### config.mk
export PLATFORM = sky130hd
export DESIGN_NAME = operand_sequencer
export DESIGN_NICKNAME = d
export VERILOG_FILES = /design/src/rtl/operand_sequencer_pkg.sv /design/src/rtl/operand_sequencer_key_conditioner.sv /design/src/rtl/operand_sequencer.sv
export SDC_FILE = /design/constraint.sdc
export NUM_CORES = 1
export LEC_CHECK = 0
export BUFFER_PORTS_ARGS = -buffer_cell sky130_fd_sc_hd__buf_2
export CELL_PAD_IN_SITES_DETAIL_PLACEMENT = 1
export CELL_PAD_IN_SITES_GLOBAL_PLACEMENT = 2
export CORE_MARGIN = 10
export CORE_UTILIZATION = 33
export DETAILED_ROUTE_END_ITERATION = 10
export MAX_ROUTING_LAYER = met4
export PLACE_DENSITY = 0.78
export SLEW_MARGIN = 20
export SYNTH_ARGS = -nofsm -noshare
export SYNTH_HDL_FRONTEND = slang
export SYNTH_SLANG_ARGS = --single-unit
### constraint.sdc
create_clock -name CLOCK_50 -period 2.75 [get_ports CLOCK_50]
set_input_delay 0.6875 -clock CLOCK_50 [delete_from_list [all_inputs] [get_ports CLOCK_50]]
set_output_delay 0.6875 -clock CLOCK_50 [all_outputs]
set_load 0.03 [all_outputs]
### src/rtl/operand_sequencer_pkg.sv
// Shared constants for the operand sequencer: LED state encodings and the
// default debounce settings (10 ms at 50 MHz).
package operand_sequencer_pkg;

  localparam logic [1:0] ST_WAIT_A = 2'd0;
  localparam logic [1:0] ST_WAIT_B = 2'd1;
  localparam logic [1:0] ST_READY  = 2'd2;

  localparam int DEBOUNCE_CYCLES_DEFAULT = 500000;
  localparam int CNT_W_DEFAULT           = 19;

  typedef struct packed {
    logic [3:0] a;
    logic [3:0] b;
    logic       cin;
  } operands_t;

endpackage

### src/rtl/operand_sequencer_key_conditioner.sv
// Pushbutton conditioning: 2-flop synchroniser, optional debounce (DEBOUNCE_EN)
// and a registered one-cycle pulse on each released->pressed transition.
module key_conditioner #(
  parameter int DEBOUNCE_CYCLES = 500000,
  parameter int CNT_W           = 19
) (
  input  logic i_clk,
  input  logic i_rst,
  input  logic i_key_n,
  output logic o_press
);

  logic r_sync1;
  logic r_sync2;
  logic r_filt_d;
  logic r_press;
  logic w_filt;

  // Synchroniser idles at 1 so a key held through reset is first seen released.
  always_ff @(posedge i_clk or posedge i_rst) begin
    if (i_rst) begin
      r_sync1 <= 1'b1;
      r_sync2 <= 1'b1;
    end else begin
      r_sync1 <= i_key_n;
      r_sync2 <= r_sync1;
    end
  end

`ifdef DEBOUNCE_EN
  logic             r_filt;
  logic [CNT_W-1:0] r_cnt;

  always_ff @(posedge i_clk or posedge i_rst) begin
    if (i_rst) begin
      r_filt <= 1'b1;
      r_cnt  <= '0;
    end else if (r_sync2 == r_filt) begin
      r_cnt <= '0;
    end else if (r_cnt == CNT_W'(DEBOUNCE_CYCLES - 1)) begin
      r_filt <= r_sync2;
      r_cnt  <= '0;
    end else begin
      r_cnt <= r_cnt + 1'b1;
    end
  end

  assign w_filt = r_filt;
`else
  logic w_unused_params;
  assign w_unused_params = (DEBOUNCE_CYCLES > CNT_W);
  assign w_filt          = r_sync2;
`endif

  always_ff @(posedge i_clk or posedge i_rst) begin
    if (i_rst) begin
      r_filt_d <= 1'b1;
      r_press  <= 1'b0;
    end else begin
      r_filt_d <= w_filt;
      r_press  <= r_filt_d & ~w_filt;
    end
  end

  assign o_press = r_press;

endmodule

### src/rtl/operand_sequencer.sv
// Captures operand A, then operand B and carry-in, from one switch bank on
// successive key presses. Optional key debounce via macro DEBOUNCE_EN.
module operand_sequencer
  import operand_sequencer_pkg::*;
#(
  parameter int DEBOUNCE_CYCLES = DEBOUNCE_CYCLES_DEFAULT,
  parameter int CNT_W           = CNT_W_DEFAULT
) (
  input  logic       CLOCK_50,
  input  logic       RESET,
  input  logic [4:0] SW,
  input  logic       KEY_N,
  output logic [3:0] op_a,
  output logic [3:0] op_b,
  output logic       op_cin,
  output logic       op_valid,
  output logic [1:0] state
);

  logic      w_press;
  logic [1:0] r_state;
  operands_t r_ops;
  logic      r_valid;

  key_conditioner #(
    .DEBOUNCE_CYCLES (DEBOUNCE_CYCLES),
    .CNT_W           (CNT_W)
  ) u_key (
    .i_clk   (CLOCK_50),
    .i_rst   (RESET),
    .i_key_n (KEY_N),
    .o_press (w_press)
  );

  always_ff @(posedge CLOCK_50 or posedge RESET) begin
    if (RESET) begin
      r_state <= ST_WAIT_A;
      r_ops   <= '0;
      r_valid <= 1'b0;
    end else begin
      case (r_state)
        ST_WAIT_A: if (w_press) begin
          r_ops.a <= SW[3:0];
          r_state <= ST_WAIT_B;
        end
        ST_WAIT_B: if (w_press) begin
          r_ops.b   <= SW[3:0];
          r_ops.cin <= SW[4];
          r_valid   <= 1'b1;
          r_state   <= ST_READY;
        end
        // Operands are kept so the adder display stays meaningful until overwritten.
        ST_READY: if (w_press) begin
          r_valid <= 1'b0;
          r_state <= ST_WAIT_A;
        end
        default: begin
          r_valid <= 1'b0;
          r_state <= ST_WAIT_A;
        end
      endcase
    end
  end

  assign op_a     = r_ops.a;
  assign op_b     = r_ops.b;
  assign op_cin   = r_ops.cin;
  assign op_valid = r_valid;
  assign state    = r_state;

endmodule
==> flow_summary.toml <==
[grt]
grt_max_degree = 17
grt_pass1_vias = 391
antenna_found_initial = 0
grt_pass1_wl_um = 1920
gr-usage-all-layers_pct = 6.38
gr-total-overflow = 0

[placed_design]
gp_congestion = 0.703
numPortBuffers = 19
placed_cell_area_um2 = 712
place_ws_ns = 1.34
dp_hpwl_um = 863

[synth]
synth_top_area_cell = "dfrtp_1"
synth_top_area_share_pct = 55.6
syn_inst = 35
yosys-top-cells-area = "dfrtp_1, mux2_2, dfstp_2"
ys_warn_count = 0
yosysSeqAreaShare_pct = 69.0
yosysUniqueCellTypes = 12
synth_nets = 43
synth_area_um2 = 586
syn_area_per_cell_um2 = 16.7
ys_seq_elements = 16

[sta]
drv_slew = 0
finalCriticalPeriod_ns = 1.72
setup_viol = 0
slew_headroom_pct = 61.4
fin_ws_ns = 1.03
fmax_mhz = 580
fin_crit_sh_pct = 62.7
worstMarginPinSlew_ns = 0.578
finalClockSkew_ns = 0.00718
setup_tns_ns = 0
rsz0062_at_grt = "no"
hold_viol_final = 0

[cells_and_area]
finalNetCount = 67
area_growth_pct = 27.8
layout-drive-gt1-share_pct = 65.5
postLayoutCellArea_um2 = 748
diodes = 0
num-fill-cells = 190

[route]
via_per_inst = 4.24
ant_nets = 0
drc = 0
dr.first_iter.drc_count = 1
firstDrtPassIters = 2
route.vias.total = 352
routed_wl_um = 1100
wl_per_cell_um = 13.3

[job]
drv_cap = 0

[clock_tree]
clk_latency_ns = 0.28
cts_buffers = 3
cts_tree = "built"
path_clk_slew_ns = 0.10
cts_root_buf = "clkbuf_4"
postCtsSetupBuffers = 0
cts_sinks = 16
cts.path.max_buffers = 2
cts_hold_buf = 0
cts_resized = 0
cts-htree-levels = 1

[critical_path]
worstPathCellList = "buf_2"
cp_max_fo = 6
start_kind = "flip-flop"
cp.arrival_ns = 1.04
criticalPathCategory = "flip-flop to output port"
critPathBufInv = 1
crit_slowest_cell = "dfrtp_1"
required_ns = 2.06
cpPeakStageDelay_ns = 0.50
crit_path_end_kind = "output port"
cp_top_family = "flip-flops"

[status]
outcome = "finished, final reports clean"

[die]
start_util_pct = 34.3
fp.dieW_um = 62.1
dieArea_um2 = 3860
row_count = 15
io_pins = 20
die_h_um = 62.1
core_area_um2 = 1710

[power]
power.leakage_nw = 0.350
vdd.ir_drop.worst_uv = 538
powerDensity_nw_per_um2 = 1250
total_power_w = 0.000938

[min_path]
hold_class = "flip-flop to flip-flop"
layer usage:
metal	vias up	global-route usage [%]	wire (um)
met5	-	-	0
met4	0	4.29	19
met3	2	2.33	75
met2	15	8.08	486
met1	169	8.12	522
li1	166	-	-
Yosys cell counts:
cell	n
a21bo_2	1
xnor2_1	1
a21oi_1	1
nor2b_1	1
inv_1	1
o2bb2ai_1	1
nor3b_4	1
dfrtp_1	13
mux2_2	9
nand3b_2	1
dfstp_2	3
nor2_1	2
final cells by class:
cell class / count / area [um2] / share of cell area, %
clock buffer: 4 / 36.3 / 4.85
timing repair buffer: 19 / 95.1 / 12.7
inverter: 1 / 3.75 / 0.502
sequential: 16 / 404 / 54.0
multi-input combinational: 18 / 178 / 23.7
tap: 25 / 31.3 / 4.18
where the power goes:
| part | switching (W) | internal [W] |
|---|---|---|
| clock network | 0.0000726 | 0.0000806 |
| registers | 0.0000596 | 0.000326 |
| logic | 0.000257 | 0.000143 |
| total | 0.000389 | 0.000549 |
per-stage QoR:
step	instances	util, %	hold WS (ns)
finish	83	43.8	0.359
global placement	79	41.7	0.346
floorplan	35	-	0.345
detailed placement	79	41.7	0.347
global route	83	43.8	0.368
CTS	83	43.8	0.361
flip-flops by register name, summed over array words and instances (netlist names):
signal and flops:
u_key.o_press 1, u_key.r_sync1 1, op_cin 1, u_key.r_filt_d 1, op_b 4, op_a 4, state 2, u_key.r_sync2 1
op_valid 1
worst paths after layout:
| check | slack (ns) | cells past startpoint | startpoint | endpoint |
|---|---|---|---|---|
| worst max-delay path | 1.03 | 1 | state[0] | state[0] |
| worst min-delay path | 0.36 | 0 | u_key.r_sync1 | u_key.r_sync2 |
| worst max register to register | 1.49 | 2 | state[0] | op_a[1] |
| worst min register to register | 0.36 | 0 | u_key.r_sync1 | u_key.r_sync2 |
| max in group asynchronous | 1.92 | 2 | RESET | op_valid |
| min in group asynchronous | 0.44 | 2 | RESET | op_a[3] |
logic make-up after synthesis:
group	count (synthesis)	synth area share, %
buffers and inverters	1	0.640
AND/OR/NAND/NOR	5	7.48
AO/OA/AOI/OAI	3	4.06
XOR/XNOR	1	1.50
multiplexers	9	17.3
flip-flops	16	69.0
placed cells by master (no fill, tap or decap), drive strengths merged:
cell / Yosys / layout
nand3b: 1 / 1
nor3b: 1 / 1
mux2: 9 / 9
clkbuf: 0 / 4
inv: 1 / 1
dfstp: 3 / 3
o2bb2ai: 1 / 1
nor2b: 1 / 1
nor2: 2 / 2
dfrtp: 13 / 13
a21bo: 1 / 1
a21oi: 1 / 1
xnor2: 1 / 1
buf: 0 / 19
Note: power is estimated with default switching activity, not from simulation.
